$ cat config.mk
export PLATFORM = sky130hd
export DESIGN_NAME = ps2_keyboard_rx
export DESIGN_NICKNAME = d
export VERILOG_FILES = /design/src/rtl/ps2_keyboard_rx.sv
export SDC_FILE = /design/constraint.sdc
export NUM_CORES = 1
export LEC_CHECK = 0
export BUFFER_PORTS_ARGS = -buffer_cell sky130_fd_sc_hd__buf_2
export CAP_MARGIN = 40
export CORE_UTILIZATION = 54
export CTS_CLUSTER_DIAMETER = 150
export DETAILED_ROUTE_END_ITERATION = 8
export PLACE_DENSITY = 0.71
export SETUP_SLACK_MARGIN = 0.02
export SLEW_MARGIN = 10
export SYNTH_ARGS = -nofsm -noshare
export SYNTH_HDL_FRONTEND = slang
export SYNTH_SLANG_ARGS = --single-unit
export TNS_END_PERCENT = 30
$ cat constraint.sdc
create_clock -name clk25 -period 2.2 [get_ports clk25]
set_input_delay 0.44 -clock clk25 [delete_from_list [all_inputs] [get_ports clk25]]
set_output_delay 0.44 -clock clk25 [all_outputs]
set_load 0.05 [all_outputs]
$ cat src/rtl/ps2_keyboard_rx.sv
// PS/2 keyboard receive front-end (clk25 domain).
// Synchronises and glitch-filters the raw PS/2 lines, deframes 11-bit frames,
// checks start/parity/stop/timeout, folds E0/F0 prefixes into flags and
// delivers complete scancodes through a small valid/ready FIFO.
module ps2_keyboard_rx #(
    parameter int unsigned FILTER_LEN     = 8,
    parameter int unsigned TIMEOUT_CYCLES = 5000,
    parameter int unsigned FIFO_DEPTH     = 4
) (
    input  logic       clk25,
    input  logic       rst_n,
    input  logic       ps2_clk,
    input  logic       ps2_din,
    output logic       code_valid,
    output logic [7:0] code_data,
    output logic       code_break,
    output logic       code_ext,
    input  logic       code_ready,
    output logic       frame_err,
    output logic       overflow
);

    localparam int unsigned AW = $clog2(FIFO_DEPTH);
    localparam int unsigned TW = $clog2(TIMEOUT_CYCLES + 1);

    localparam logic [7:0]    FILT_LAST = 8'(FILTER_LEN - 1);
    localparam logic [TW-1:0] TO_LAST   = TW'(TIMEOUT_CYCLES - 1);
    localparam logic [TW-1:0] TO_ONE    = TW'(1);
    localparam logic [AW:0]   PTR_ONE   = (AW + 1)'(1);

    localparam logic [1:0] ST_IDLE   = 2'd0;
    localparam logic [1:0] ST_DATA   = 2'd1;
    localparam logic [1:0] ST_PARITY = 2'd2;
    localparam logic [1:0] ST_STOP   = 2'd3;

    // Input conditioning
    logic r_clk_s1, r_clk_s2, r_din_s1, r_din_s2;
    logic r_filt_clk;
    logic [7:0] r_filt_cnt;
    logic r_fall;

    // Deframer
    logic [1:0]    r_state;
    logic [2:0]    r_bit_cnt;
    logic [7:0]    r_shift;
    logic          r_parity;
    logic [TW-1:0] r_to_cnt;
    logic          r_frame_err;
    logic          r_brk_pend, r_ext_pend;
    logic          r_push_req;
    logic [7:0]    r_push_code;
    logic          r_push_brk, r_push_ext;

    // FIFO
    logic [9:0]  r_mem [FIFO_DEPTH];
    logic [AW:0] r_wr_ptr, r_rd_ptr;
    logic        r_overflow;

    logic       w_frame_ok;
    logic       w_empty, w_full, w_pop, w_push, w_drop;
    logic [9:0] w_head;

    // Two-flop synchronisers; lines idle high so reset to 1 avoids a false edge.
    always_ff @(posedge clk25 or negedge rst_n) begin
        if (!rst_n) begin
            r_clk_s1 <= 1'b1;
            r_clk_s2 <= 1'b1;
            r_din_s1 <= 1'b1;
            r_din_s2 <= 1'b1;
        end else begin
            r_clk_s1 <= ps2_clk;
            r_clk_s2 <= r_clk_s1;
            r_din_s1 <= ps2_din;
            r_din_s2 <= r_din_s1;
        end
    end

    // Filtered clock follows the synchronised clock only after FILTER_LEN steady cycles.
    always_ff @(posedge clk25 or negedge rst_n) begin
        if (!rst_n) begin
            r_filt_clk <= 1'b1;
            r_filt_cnt <= 8'd0;
            r_fall     <= 1'b0;
        end else begin
            r_fall <= 1'b0;
            if (r_clk_s2 != r_filt_clk) begin
                if (r_filt_cnt == FILT_LAST) begin
                    r_filt_clk <= r_clk_s2;
                    r_filt_cnt <= 8'd0;
                    // Old level high means this change is a falling edge
                    r_fall     <= r_filt_clk;
                end else begin
                    r_filt_cnt <= r_filt_cnt + 8'd1;
                end
            end else begin
                r_filt_cnt <= 8'd0;
            end
        end
    end

    // Odd parity over data plus parity bit, and a high stop bit.
    assign w_frame_ok = r_din_s2 & (^{r_shift, r_parity});

    // Frame deframer, inter-bit timeout and prefix folding.
    always_ff @(posedge clk25 or negedge rst_n) begin
        if (!rst_n) begin
            r_state     <= ST_IDLE;
            r_bit_cnt   <= 3'd0;
            r_shift     <= 8'd0;
            r_parity    <= 1'b0;
            r_to_cnt    <= '0;
            r_frame_err <= 1'b0;
            r_brk_pend  <= 1'b0;
            r_ext_pend  <= 1'b0;
            r_push_req  <= 1'b0;
            r_push_code <= 8'd0;
            r_push_brk  <= 1'b0;
            r_push_ext  <= 1'b0;
        end else begin
            r_frame_err <= 1'b0;
            r_push_req  <= 1'b0;
            if (r_fall) begin
                r_to_cnt <= '0;
                case (r_state)
                    ST_IDLE: begin
                        if (!r_din_s2) begin
                            r_state   <= ST_DATA;
                            r_bit_cnt <= 3'd0;
                        end else begin
                            r_frame_err <= 1'b1;
                            r_brk_pend  <= 1'b0;
                            r_ext_pend  <= 1'b0;
                        end
                    end
                    ST_DATA: begin
                        r_shift   <= {r_din_s2, r_shift[7:1]};
                        r_bit_cnt <= r_bit_cnt + 3'd1;
                        if (r_bit_cnt == 3'd7) begin
                            r_state <= ST_PARITY;
                        end
                    end
                    ST_PARITY: begin
                        r_parity <= r_din_s2;
                        r_state  <= ST_STOP;
                    end
                    default: begin
                        r_state <= ST_IDLE;
                        if (w_frame_ok) begin
                            if (r_shift == 8'hE0) begin
                                r_ext_pend <= 1'b1;
                            end else if (r_shift == 8'hF0) begin
                                r_brk_pend <= 1'b1;
                            end else begin
                                r_push_req  <= 1'b1;
                                r_push_code <= r_shift;
                                r_push_brk  <= r_brk_pend;
                                r_push_ext  <= r_ext_pend;
                                r_brk_pend  <= 1'b0;
                                r_ext_pend  <= 1'b0;
                            end
                        end else begin
                            r_frame_err <= 1'b1;
                            r_brk_pend  <= 1'b0;
                            r_ext_pend  <= 1'b0;
                        end
                    end
                endcase
            end else if (r_state != ST_IDLE) begin
                if (r_to_cnt == TO_LAST) begin
                    r_frame_err <= 1'b1;
                    r_state     <= ST_IDLE;
                    r_to_cnt    <= '0;
                    r_shift     <= 8'd0;
                    r_brk_pend  <= 1'b0;
                    r_ext_pend  <= 1'b0;
                end else begin
                    r_to_cnt <= r_to_cnt + TO_ONE;
                end
            end
            if (w_drop) begin
                r_brk_pend <= 1'b0;
                r_ext_pend <= 1'b0;
            end
        end
    end

    assign w_empty = (r_wr_ptr == r_rd_ptr);
    assign w_full  = (r_wr_ptr[AW] != r_rd_ptr[AW]) &&
                     (r_wr_ptr[AW-1:0] == r_rd_ptr[AW-1:0]);
    assign w_pop   = !w_empty && code_ready;
    // A simultaneous pop frees the slot the push lands in
    assign w_push  = r_push_req && (!w_full || w_pop);
    assign w_drop  = r_push_req && w_full && !w_pop;

    // Scancode FIFO storage, pointers and overflow pulse.
    always_ff @(posedge clk25 or negedge rst_n) begin
        if (!rst_n) begin
            for (int i = 0; i < int'(FIFO_DEPTH); i++) begin
                r_mem[i] <= 10'd0;
            end
            r_wr_ptr   <= '0;
            r_rd_ptr   <= '0;
            r_overflow <= 1'b0;
        end else begin
            r_overflow <= w_drop;
            if (w_push) begin
                r_mem[r_wr_ptr[AW-1:0]] <= {r_push_code, r_push_brk, r_push_ext};
                r_wr_ptr <= r_wr_ptr + PTR_ONE;
            end
            if (w_pop) begin
                r_rd_ptr <= r_rd_ptr + PTR_ONE;
            end
        end
    end

    assign w_head     = r_mem[r_rd_ptr[AW-1:0]];
    assign code_valid = !w_empty;
    assign code_data  = w_head[9:2];
    assign code_break = w_head[1];
    assign code_ext   = w_head[0];
    assign frame_err  = r_frame_err;
    assign overflow   = r_overflow;

endmodule

==> results of run 1 <==
[cells in the mapped netlist (8+ instances only)]
cell type,n
xnor2_1,17
mux4_2,10
inv_1,9
a22o_1,10
dfrtp_1,97
clkbuf_1,8
a21oi_1,9
ha_1,13
xor2_1,10
nor2_1,24
nand3_1,9
mux2_2,45
mux2_4,9
nand2_1,19
[flip-flops by register name, indices dropped and copies added, names as in the netlist, 2 cells and up]
signal       flops
r_bit_cnt        3
r_filt_cnt       8
r_mem           40
r_push_code      8
r_rd_ptr         3
r_shift          8
r_state          2
r_to_cnt        13
r_wr_ptr         3
[cell families (layout without fill, tap and decap cells)]
| kind of cell | after synthesis | after routing |
|---|---|---|
| AO/OA/AOI/OAI | 37 | 37 |
| XOR/XNOR | 29 | 29 |
| adder cells (fa/ha/maj) | 13 | 13 |
| buffers and inverters | 20 | 59 |
| flip-flops | 102 | 102 |
| multiplexers | 64 | 64 |
| AND/OR/NAND/NOR | 88 | 88 |
[through the flow]
stage | utilization (%) | total power, mW | std cells | worst slack, ns | hold WS [ns]
2_1_floorplan | - | 2.388 | 353 | 0.2843 | 0.1444
3_3_place_gp | 60.03 | 2.521 | 479 | 0.2205 | 0.3462
3_5_place_dp | 60.03 | 2.538 | 479 | 0.1612 | 0.3479
4_1_cts | 62.26 | 3.596 | 495 | 0.01528 | 0.03980
5_1_grt | 62.57 | 3.757 | 497 | 0.01264 | 0.05111
6_report | 62.57 | 3.576 | 497 | 0.09067 | 0.03276
[final timing paths]
path / from / cells past startpoint / slack, ns / end
setup reg to reg: r_rd_ptr[0] / 6 / 0.12 / r_mem[2]
hold reg to reg: r_clk_s1 / 0 / 0.36 / r_clk_s2
setup / recovery: r_rd_ptr[0] / 3 / 0.09 / code_data[0]
max in group asynchronous: rst_n / 2 / 1.50 / r_din_s2
hold / removal: rst_n / 1 / 0.03 / r_mem[21]
min in group clk25: ps2_clk / 1 / 0.17 / r_clk_s1
[layout by cell type (no fill, tap or decap), drive strengths merged, types with 2 or more instances in the layout]
master / instances
and3: 3
nor3: 5
a31o: 2
a21o: 2
or4: 2
and2: 2
ha: 13
xnor2: 18
dfstp: 5
o21a: 2
nor4: 4
nand4: 4
nor2: 24
nor4b: 2
nor2b: 2
a22o: 10
dfrtp: 97
nand2: 19
xor2: 10
or3: 3
nand3: 9
a21oi: 9
o21ai: 6
nand3b: 2
mux4: 10
clkbuf: 15
buf: 32
clkinvlp: 2
inv: 9
mux2: 54
[area by class of cell]
class / count / area (um2)
Timing Repair Buffer: 34 / 265.3
Clock buffer: 13 / 148.9
Clock inverter: 3 / 20.02
Fill cell: 660 / 3107
Tap cell: 105 / 131.4
Sequential cell: 102 / 2560
Multi-Input combinational cell: 231 / 2033
Inverter: 9 / 33.78
[per-layer routing]
metal | global-route usage [%] | up-vias | wire length [um] | share of wire (%)
met3 | 4.306 | 10 | 191 | 2.4
met4 | 6.061 | 0 | 104 | 1.3
met5 | 0 | - | 0 | 0
met2 | 31.61 | 34 | 3806 | 49
met1 | 26.43 | 1407 | 3741 | 48
li1 | - | 1331 | - | -
[timing repair]
action	in CTS	in global routing
pin swaps	0	0
setup buffers	0	2
endpoints found under the setup margin	10	11
gates cloned	0	0
gates resized for setup	6	3
[power by group through the flow]
stage | clock, mW | sequential [mW] | combinational (mW)
floorplan | 0 | 2.04 | 0.349
global placement | 0 | 2.04 | 0.477
detailed placement | 0 | 2.05 | 0.488
CTS | 1.07 | 2.02 | 0.504
global route | 1.14 | 2.03 | 0.587
finish | 1.03 | 2.01 | 0.532
==> metrics.md, run 1 <==
| Metric | Value |
|---|---|
| Minimum period implied by the final worst setup slack | `2.109 ns` |
| Clock tree sinks | `102` |
| Placement-stage cell area | `0.004982 mm2` |
| Largest family of logic cells by synthesized area | `multiplexers` |
| Asr flop ratio synth | `100.0%` |
| Type of the worst setup path | `reg -> out` |
| Max Clk Rate | `474.1 MHz` |
| Drt drc | `0` |
| Number of max-capacitance violations reported | `0` |
| Io pins | `18` |
| Routability congestion estimate from global placement | `0.8116` |
| Fraction of synthesized cell area taken by the top area cell type | `51.90%` |
| Compound-gate portion of the synthesized area | `5.645%` |
| Net switching power of the design | `932.3 uW` |
| Num rows | `33` |
| Unrepaired setup endpoints after global routing | `true` |
| Pin slew with the least headroom to its limit | `0.5540 ns` |
| Clock network fraction of design power | `28.8%` |
| Cell family with the largest share of critical-path delay | `multiplexers` |
| Synth Net Count | `371` |
| First-pass GRT wire length | `13,320 um` |
| Post-Synthesis Cells | `353` |
| Post-cts hold buffer count | `0` |
| Leading post-synthesis cells by cell area | `dfrtp_1, mux2_2, mux4_2` |
| Root Buffer | `clkbuf_8` |
| Static Leakage | `2.521 nW` |
| Final ANT Viol Nets | `0` |
| Maximum ir drop on the vdd rail | `0.0004923 V` |
| Cell with the largest stage delay on the worst path | `mux4_2` |
| Fraction of layout cells with a size suffix above 1 | `31.38%` |
| Synthesized flop and latch total | `102` |
| Worst path cell trace | `buf_12, mux4_2, buf_4` |
| Drt first-iter violations | `100` |
| Number of iterations in the first detailed-routing pass | `4` |
| HPWL reported at the end of detailed placement | `5434 um` |
| Period utilisation layout | `95.88%` |
| Most area-hungry cell type in the Yosys netlist | `dfrtp_1` |
| Max clock buf depth | `2` |
| Post-Synthesis Mean Instance Area | `13.25 um2` |
| Status | `finished, final reports clean` |
| Final Setup Violations | `0` |
| DIE WIDTH | `95.07 um` |
| Initial core utilization | `56.35%` |
| Ant. Diodes | `0` |
| Yosys warnings | `0` |
| Required time at the endpoint of the critical path | `1.76 ns` |
| Cts bufs inserted | `9` |
| Area of the die | `0.009037 mm2` |
| Clock insertion delay at the later pin of the skew report | `0.36 ns` |
| Seq/Total Area, Yosys | `54.71%` |
| Quantity of I/O buffers inserted on ports | `17` |
| Total vias in the final route | `2,782` |
| Max_slew headroom | `62.93%` |
| Class of the tightest hold or removal check | `in -> async` |
| Die span in y | `95.07 um` |
| Area growth syn-to-layout | `11.02%` |
| Switching part of the total | `26.07%` |
| Number of antenna violations at the first check in global routing | `0` |
| Top FF cell, synth | `dfrtp_1` |
| Non-Filler Cell Area, Final | `0.005192 mm2` |
| Clock transition at the registers of the reported paths | `0.09 ns` |
| CTS tree | `done` |
| Fin Clk Skew | `0.009737 ns` |
| Buf/Inv on CP | `2` |
| Number of global-route vias before repair | `2,759` |
| Combined area of all synthesized cells | `0.004677 mm2` |
| CP endpoint kind | `primary output` |
| Number of library cell types mapped by synthesis | `48` |
| Area fraction in and, or, nand and nor cells after synthesis | `9.898%` |
| WP data arrival | `1.67 ns` |
| Count of H-tree levels built during CTS | `3` |
| Count of final max-slew check failures | `0` |
| Power share of the sequential group | `56.3%` |
| Number of enable flip-flop cells after synthesis | `0` |
| Overall global routing resource usage | `19.56%` |
| Mean number of vias per cell | `5.598` |
| Xor and xnor fraction of the mapped netlist area | `5.912%` |
| Proportion of power drawn by combinational gates | `14.9%` |
| Post-layout net count | `405` |
| Post-DR wirelength/cell | `15.78 um` |
| Standard cell core area | `0.008299 mm2` |
| Kind of start point of the critical path | `flip-flop` |
| GRT Residual Overflow | `0` |
| Detailed Route WL | `7844 um` |
| Maximum fanout along the worst path | `10` |
| Cell-internal power | `2.644 mW` |
| Worst stage delay on the critical path | `0.52 ns` |
| Final hold violation count | `0` |
| Share of synthesized area spent on multiplexers | `18.54%` |
| Total power per unit cell area | `688.7 mW/mm2` |
| Share of synthesized cell area in full adder, half adder and majority cells | `3.478%` |
| Largest net degree at the start of global routing | `37` |
| Setup TNS | `0 ns` |
Note: power is estimated with default switching activity, not from simulation.
==> run 2: changes to the inputs <==
Settings changed: ABC_AREA set to 1.
==> metrics.md, run 2 <==
| Metric | Value |
|---|---|
| Max Clk Rate | `477.4 MHz (was 474.1 MHz)` |
| Cts bufs inserted | `9 (unchanged)` |
| Worst reg2reg path startpoint | `r_rd_ptr[2] (was r_rd_ptr[0])` |
| Final core utilization | `60.99% (was 62.57%)` |
| Maximum fanout along the worst path | `18 (was 10)` |
| Hold path depth | `1` |
| Worst path cell trace | `inv_1, buf_6, nor2_1, o22ai_1, buf_2 (was buf_12, mux4_2, buf_4)` |
| Post-CTS setup repair buffer count | `0 (unchanged)` |
| Setup TNS | `0 ns (unchanged)` |
| Worst path depth | `5 (was 3)` |
| Routability congestion estimate from global placement | `0.8117 (was 0.8116)` |
| Register with the most flip-flops | `r_mem (unchanged)` |
| Maximum ir drop on the vdd rail | `0.0003472 V (was 0.0004923 V)` |
| Leading post-synthesis cells by cell area | `dfrtp_1, nand2_1, o21a_1 (was dfrtp_1, mux2_2, mux4_2)` |
| Seq/Total Area, Yosys | `52.14% (was 54.71%)` |
| Count of final max-slew check failures | `0 (unchanged)` |
| Num rows | `34 (was 33)` |
| Final instance count without filler cells | `677 (was 497)` |
| Minimum period implied by the final worst setup slack | `2.095 ns (was 2.109 ns)` |
| Ant. Diodes | `0 (unchanged)` |
| Status | `finished, final reports clean (unchanged)` |
| Commonest non-fill, non-tap cell in the layout | `nand2_1 (was dfrtp_1)` |
| Final hold violation count | `0 (unchanged)` |
| Asr flop ratio synth | `100.0% (unchanged)` |
| Yosys warnings | `0 (unchanged)` |
| CTS tree | `done (unchanged)` |
| Net switching power of the design | `787.7 uW (was 932.3 uW)` |
| Synthesized flop and latch total | `102 (unchanged)` |
| Proportion of power drawn by combinational gates | `3.9% (was 14.9%)` |
| Post-Synthesis Cells | `540 (was 353)` |
| Cell family with the largest share of critical-path delay | `buffers and inverters (was multiplexers)` |
| Power share of the sequential group | `61.2% (was 56.3%)` |
| Combined area of all synthesized cells | `0.004907 mm2 (was 0.004677 mm2)` |
| Quantity of I/O buffers inserted on ports | `17 (unchanged)` |
| Area growth syn-to-layout | `8.924% (was 11.02%)` |
| Clock insertion delay at the later pin of the skew report | `0.36 ns (about the same)` |
| Most common cell in the synthesized netlist | `nand2_1 (was dfrtp_1)` |
| Class of the tightest hold or removal check | `in -> reg (was in -> async)` |
| Worst Hold Slack | `0.1737 ns (was 0.03276 ns)` |
| Static Leakage | `2.529 nW (was 2.521 nW)` |
| Number of iterations in the first detailed-routing pass | `4 (unchanged)` |
| Pin slew with the least headroom to its limit | `0.8342 ns (was 0.5540 ns)` |
| Area of the multi-input gates | `0.002034 mm2 (was 0.002033 mm2)` |
| Post-DR wirelength/cell | `13.15 um (was 15.78 um)` |
| DIE WIDTH | `97.33 um (was 95.07 um)` |
| Initial core utilization | `56.00% (was 56.35%)` |
| Overall global routing resource usage | `21.09% (was 19.56%)` |
| Number of max-capacitance violations reported | `0 (unchanged)` |
| Reg-to-reg endpoint | `r_mem[9] (was r_mem[2])` |
| First-pass GRT wire length | `16,240 um (was 13,320 um)` |
| Register Area | `0.002559 mm2 (was 0.002560 mm2)` |
| Post-layout net count | `582 (was 405)` |
| Synth Net Count | `558 (was 371)` |
| Detailed Route WL | `8904 um (was 7844 um)` |
| Setup slack of the most critical reg-to-reg path | `0.23 ns (was 0.12 ns)` |
| Largest net degree at the start of global routing | `57 (was 37)` |
| Root Buffer | `clkbuf_8 (unchanged)` |
| Worst stage delay on the critical path | `0.43 ns (was 0.52 ns)` |
| Type of the worst setup path | `reg -> out (unchanged)` |
| Top FF cell, synth | `dfrtp_1 (unchanged)` |
| Switching part of the total | `24.93% (was 26.07%)` |
| Drt first-iter violations | `115 (was 100)` |
| GRT Residual Overflow | `0 (unchanged)` |
| CP endpoint kind | `primary output (unchanged)` |
| Number of library cell types mapped by synthesis | `40 (was 48)` |
| Die span in y | `97.33 um (was 95.07 um)` |
| Max clock buf depth | `2 (unchanged)` |
| Fraction of synthesized cell area taken by the top area cell type | `49.46% (was 51.90%)` |
| Post-Synthesis Mean Instance Area | `9.087 um2 (was 13.25 um2)` |
| Kind of start point of the critical path | `flip-flop (unchanged)` |
| Mean number of vias per cell | `5.292 (was 5.598)` |
| End of the critical path | `code_break (was code_data[0])` |
| Area of the die | `0.009472 mm2 (was 0.009037 mm2)` |
| Clock tree sinks | `102 (unchanged)` |
| Required time at the endpoint of the critical path | `1.76 ns (about the same)` |
| Number of antenna violations at the first check in global routing | `0 (unchanged)` |
| Cell count after placement | `660 (was 479)` |
| Most area-hungry cell type in the Yosys netlist | `dfrtp_1 (unchanged)` |
| Clock transition at the registers of the reported paths | `0.11 ns (was 0.09 ns)` |
| Final Power | `3.159 mW (was 3.576 mW)` |
| Buf/Inv on CP | `3 (was 2)` |
| Largest registers in the final layout | `r_mem x40, r_to_cnt x13 (unchanged)` |
| Fin Clk Skew | `0.01480 ns (was 0.009737 ns)` |
| Fraction of layout cells with a size suffix above 1 | `14.06% (was 31.38%)` |
| Number of fillers in the final layout | `779 (was 660)` |
| Drt drc | `0 (unchanged)` |
| Max reg flops | `40 (unchanged)` |
| Commonest cells after routing, fill and taps aside | `nand2_1, dfrtp_1, inv_1 (was dfrtp_1, mux2_2, nor2_1)` |
| Unrepaired setup endpoints after global routing | `true (unchanged)` |
| Io pins | `18 (unchanged)` |
| Count of H-tree levels built during CTS | `3 (unchanged)` |
| Number of cells on the worst reg-to-reg path | `6 (unchanged)` |
| Total vias in the final route | `3,583 (was 2,782)` |
| Final ANT Viol Nets | `0 (unchanged)` |
| Number of enable flip-flop cells after synthesis | `0 (unchanged)` |
| Standard cell core area | `0.008763 mm2 (was 0.008299 mm2)` |
| Cell-internal power | `2.371 mW (was 2.644 mW)` |
| Final Setup Violations | `0 (unchanged)` |
| Cell with the largest stage delay on the worst path | `dfrtp_1 (was mux4_2)` |
| Max_slew headroom | `44.33% (was 62.93%)` |
| Crit path from | `r_rd_ptr[0] (unchanged)` |
| HPWL reported at the end of detailed placement | `6314 um (was 5434 um)` |
| WP data arrival | `1.65 ns (was 1.67 ns)` |
| Number of global-route vias before repair | `3,507 (was 2,759)` |
| Top cell types by occurrence after synthesis | `nand2_1, dfrtp_1, inv_1, nor2_1, o21a_1 (was dfrtp_1, mux2_2, nor2_1, nand2_1, xnor2_1)` |
| Clock network fraction of design power | `35.0% (was 28.8%)` |
| Total power per unit cell area | `591.0 mW/mm2 (was 688.7 mW/mm2)` |
| Period utilisation layout | `95.22% (was 95.88%)` |
[run 2: cell type report]
cell class                 instances  share of cell area (%)
sequential                       102                   47.87
multi-input combinational        362                   38.06
inverter                          62                   4.354
timing repair buffer              27                   3.816
tap                              108                   2.528
clock buffer                       9                   2.317
clock inverter                     7                   1.053
[run 2: cells by family after synthesis]
family	count (synthesis)	share of synthesized area, %
adder cells (fa/ha/maj)	13	3.315
AND/OR/NAND/NOR	216	19.61
multiplexers	5	1.122
AO/OA/AOI/OAI	115	15.09
buffers and inverters	76	6.400
XOR/XNOR	13	2.320
flip-flops	102	52.14
[run 2: per-stage QoR]
stage                     setup WS [ns]  cell area [um2]
after global placement           0.2810             5141
final                            0.1051             5345
after detailed placement         0.1876             5141
after global routing           0.002816             5345
after CTS                       0.03027             5334
after floorplan                  0.1394             4907
[run 2: power by group through the flow]
stage | combinational [mW] | sequential (mW) | clock (mW)
after global placement | 0.122 | 1.97 | 0
after global routing | 0.142 | 1.94 | 1.21
final | 0.122 | 1.93 | 1.11
after floorplan | 0.0637 | 1.97 | 0
after CTS | 0.127 | 1.93 | 1.13
after detailed placement | 0.125 | 1.97 | 0
[run 2: worst min path at each step]
stage / start / endpoint / slack, ns
after floorplan: rst_n / frame_err / 0.14
after detailed placement: rst_n / r_rd_ptr[2] / 0.35
after global placement: rst_n / r_rd_ptr[2] / 0.35
final: ps2_clk / r_clk_s1 / 0.17
after CTS: ps2_clk / r_clk_s1 / 0.16
after global routing: ps2_clk / r_clk_s1 / 0.15
[run 2: per-layer routing]
| metal | track usage, % | part of all wire [%] | vias to the layer above |
|---|---|---|---|
| li1 | - | - | 1819 |
| met1 | 28.98 | 50 | 1709 |
| met2 | 34.94 | 46 | 45 |
| met3 | 3.022 | 2.3 | 10 |
| met4 | 6.448 | 1.3 | 0 |
| met5 | 0 | 0 | - |
[run 2: repair_timing]
item	CTS	global route
resized for setup	1	6
hold endpoints to repair	19	0
pin swaps	0	0
hold buffers	1	0
endpoints found under the setup margin	1	9
==> run 3: changes to the inputs <==
--- a/config.mk
+++ b/config.mk
@@ -9,8 +9,7 @@
 export BUFFER_PORTS_ARGS = -buffer_cell sky130_fd_sc_hd__buf_2
 export CAP_MARGIN = 40
-export CORE_UTILIZATION = 54
+export CORE_UTILIZATION = 30
 export CTS_CLUSTER_DIAMETER = 150
 export DETAILED_ROUTE_END_ITERATION = 8
-export PLACE_DENSITY = 0.71
 export SETUP_SLACK_MARGIN = 0.02
 export SLEW_MARGIN = 10
==> constraint.sdc (replaced) <==
create_clock -name clk25 -period 2.2 [get_ports clk25]
set_input_delay 0.44 -clock clk25 [delete_from_list [all_inputs] [get_ports clk25]]
set_output_delay 0.44 -clock clk25 [all_outputs]
set_load 0.02 [all_outputs]
==> metrics.md, run 3 (same netlist as run 2, synthesis figures left out) <==
| Metric | Value |
|---|---|
| Status | `finished, final reports clean (unchanged)` |
| Die span in y | `129.9 um (was 97.33 um)` |
| Cell family with the largest share of critical-path delay | `flip-flops (was buffers and inverters)` |
| Maximum ir drop on the vdd rail | `0.0003568 V (was 0.0003472 V)` |
| Max reg flops | `40 (unchanged)` |
| Area growth syn-to-layout | `13.95% (was 8.924%)` |
| DP Worst Slack | `0.2323 ns (was 0.1876 ns)` |
| HPWL reported at the end of detailed placement | `6869 um (was 6314 um)` |
| Clock insertion delay at the later pin of the skew report | `0.34 ns (was 0.36 ns)` |
| Quantity of I/O buffers inserted on ports | `17 (unchanged)` |
| Drt drc | `0 (unchanged)` |
| CP endpoint kind | `primary output (unchanged)` |
| Register Area | `0.002560 mm2 (was 0.002559 mm2)` |
| Worst reg2reg path startpoint | `r_state[0] (was r_rd_ptr[2])` |
| Required time at the endpoint of the critical path | `1.76 ns (about the same)` |
| Cell with the largest stage delay on the worst path | `dfrtp_1 (unchanged)` |
| Area of the die | `0.01687 mm2 (was 0.009472 mm2)` |
| Worst path cell trace | `buf_4, xor2_1, nor3_2, nand2_1, buf_2 (was inv_1, buf_6, nor2_1, o22ai_1, buf_2)` |
| Ant. Diodes | `0 (unchanged)` |
| Number of cells on the worst reg-to-reg path | `10 (was 6)` |
| Post-layout net count | `582 (unchanged)` |
| Final Setup Violations | `0 (unchanged)` |
| Number of max-capacitance violations reported | `0 (unchanged)` |
| Total power per unit cell area | `658.3 mW/mm2 (was 591.0 mW/mm2)` |
| Unrepaired setup endpoints after global routing | `true (unchanged)` |
| Fraction of layout cells with a size suffix above 1 | `14.41% (was 14.06%)` |
| Count of final max-slew check failures | `0 (unchanged)` |
| Overall global routing resource usage | `12.52% (was 21.09%)` |
| Post-CTS setup repair buffer count | `0 (unchanged)` |
| Num rows | `46 (was 34)` |
| Setup slack of the most critical reg-to-reg path | `0.27 ns (was 0.23 ns)` |
| First-pass GRT wire length | `16,610 um (was 16,240 um)` |
| Final core utilization | `35.07% (was 60.99%)` |
| Total vias in the final route | `3,652 (was 3,583)` |
| Commonest non-fill, non-tap cell in the layout | `nand2_1 (unchanged)` |
| Commonest cells after routing, fill and taps aside | `nand2_1, dfrtp_1, inv_1 (unchanged)` |
| Initial core utilization | `30.78% (was 56.00%)` |
| Count of H-tree levels built during CTS | `3 (unchanged)` |
| Detailed Route WL | `9536 um (was 8904 um)` |
| Kind of start point of the critical path | `flip-flop (unchanged)` |
| Root Buffer | `clkbuf_16 (was clkbuf_8)` |
| Minimum period implied by the final worst setup slack | `2.078 ns (was 2.095 ns)` |
| Class of the tightest hold or removal check | `in -> async (was in -> reg)` |
| CTS tree | `done (unchanged)` |
| Clock tree sinks | `102 (unchanged)` |
| Cts bufs inserted | `9 (unchanged)` |
| Post-DR wirelength/cell | `12.15 um (was 13.15 um)` |
| Period utilisation layout | `94.47% (was 95.22%)` |
| DIE WIDTH | `129.9 um (was 97.33 um)` |
| Drt first-iter violations | `166 (was 115)` |
| Pin slew with the least headroom to its limit | `0.5436 ns (was 0.8342 ns)` |
| Final hold violation count | `0 (unchanged)` |
| Clock transition at the registers of the reported paths | `0.07 ns (was 0.11 ns)` |
| Area of the multi-input gates | `0.002034 mm2 (unchanged)` |
| Reg-to-reg endpoint | `r_to_cnt[12] (was r_mem[9])` |
| Maximum fanout along the worst path | `22 (was 18)` |
| Max clock buf depth | `2 (unchanged)` |
| Routability congestion estimate from global placement | `0.8415 (was 0.8117)` |
| Worst path depth | `5 (unchanged)` |
| Static Leakage | `2.588 nW (was 2.529 nW)` |
| Final Power | `3.681 mW (was 3.159 mW)` |
| Max_slew headroom | `63.43% (was 44.33%)` |
| Largest net degree at the start of global routing | `60 (was 57)` |
| Io pins | `18 (unchanged)` |
| Worst Hold Slack | `0.01928 ns (was 0.1737 ns)` |
| Standard cell core area | `0.01594 mm2 (was 0.008763 mm2)` |
| Fin Clk Skew | `0.005110 ns (was 0.01480 ns)` |
| Number of iterations in the first detailed-routing pass | `5 (was 4)` |
| Type of the worst setup path | `reg -> out (unchanged)` |
| Worst stage delay on the critical path | `0.41 ns (was 0.43 ns)` |
| WP data arrival | `1.64 ns (was 1.65 ns)` |
| Final ANT Viol Nets | `0 (unchanged)` |
| Largest registers in the final layout | `r_mem x40, r_to_cnt x13 (unchanged)` |
| Number of antenna violations at the first check in global routing | `0 (unchanged)` |
| Number of global-route vias before repair | `3,595 (was 3,507)` |
| Mean number of vias per cell | `4.652 (was 5.292)` |
| Max Clk Rate | `481.2 MHz (was 477.4 MHz)` |
| Register with the most flip-flops | `r_mem (unchanged)` |
| Number of fillers in the final layout | `1,645 (was 779)` |
| Post-cts hold buffer count | `0 (was 1)` |
| Buf/Inv on CP | `2 (was 3)` |
| Final worst setup slack | `0.1218 ns (was 0.1051 ns)` |
| GRT Residual Overflow | `0 (unchanged)` |
## run 3: repair_timing
| action | in CTS | in global routing |
|---|---|---|
| endpoints found under the setup margin | 2 | 9 |
| gates resized for setup | 1 | 2 |
| hold endpoints to repair | 0 | 0 |
## run 3: metrics by stage
| stage | instance area [um2] | std cells | TNS, ns |
|---|---|---|---|
| floorplan | 4907 | 540 | 0 |
| global placement | 5284 | 769 | 0 |
| detailed placement | 5284 | 769 | 0 |
| CTS | 5587 | 785 | 0 |
| global route | 5592 | 785 | -0.01543 |
| finish | 5592 | 785 | 0 |
## run 3: how the worst max path moves through the flow
stage	end	slack (ns)	startpoint
2_1_floorplan	code_break	0.54	r_rd_ptr[0]
3_3_place_gp	r_mem[7]	0.30	r_rd_ptr[1]
3_5_place_dp	r_mem[7]	0.23	r_rd_ptr[1]
4_1_cts	code_data[4]	0.03	r_rd_ptr[0]
5_1_grt	code_valid	-0.02	r_rd_ptr[0]
6_report	code_valid	0.12	r_rd_ptr[0]
## run 3: area by class of cell
class / instances / share of cell area, %
clock buffers: 13 / 4.654
clock inverters: 3 / 0.7608
inverters: 62 / 4.229
multi-input cells: 362 / 36.38
flip-flops and latches: 102 / 45.78
well taps: 216 / 4.833
repair buffers: 27 / 3.356
## run 3: power breakdown
group / total [mW] / internal (mW) / switching (mW) / leakage (nW)
logic: 0.122 / 0.0378 / 0.0845 / 1.06
clock network: 1.62 / 0.944 / 0.679 / 0.146
registers: 1.94 / 1.91 / 0.0243 / 1.38
total: 3.68 / 2.89 / 0.788 / 2.59
## run 3: metal layers
metal  track usage (%)  wire length [um]
met1             15.22              4519
met5                 0                 0
met2             21.52              4576
met4             4.378               134
met3             3.157               305
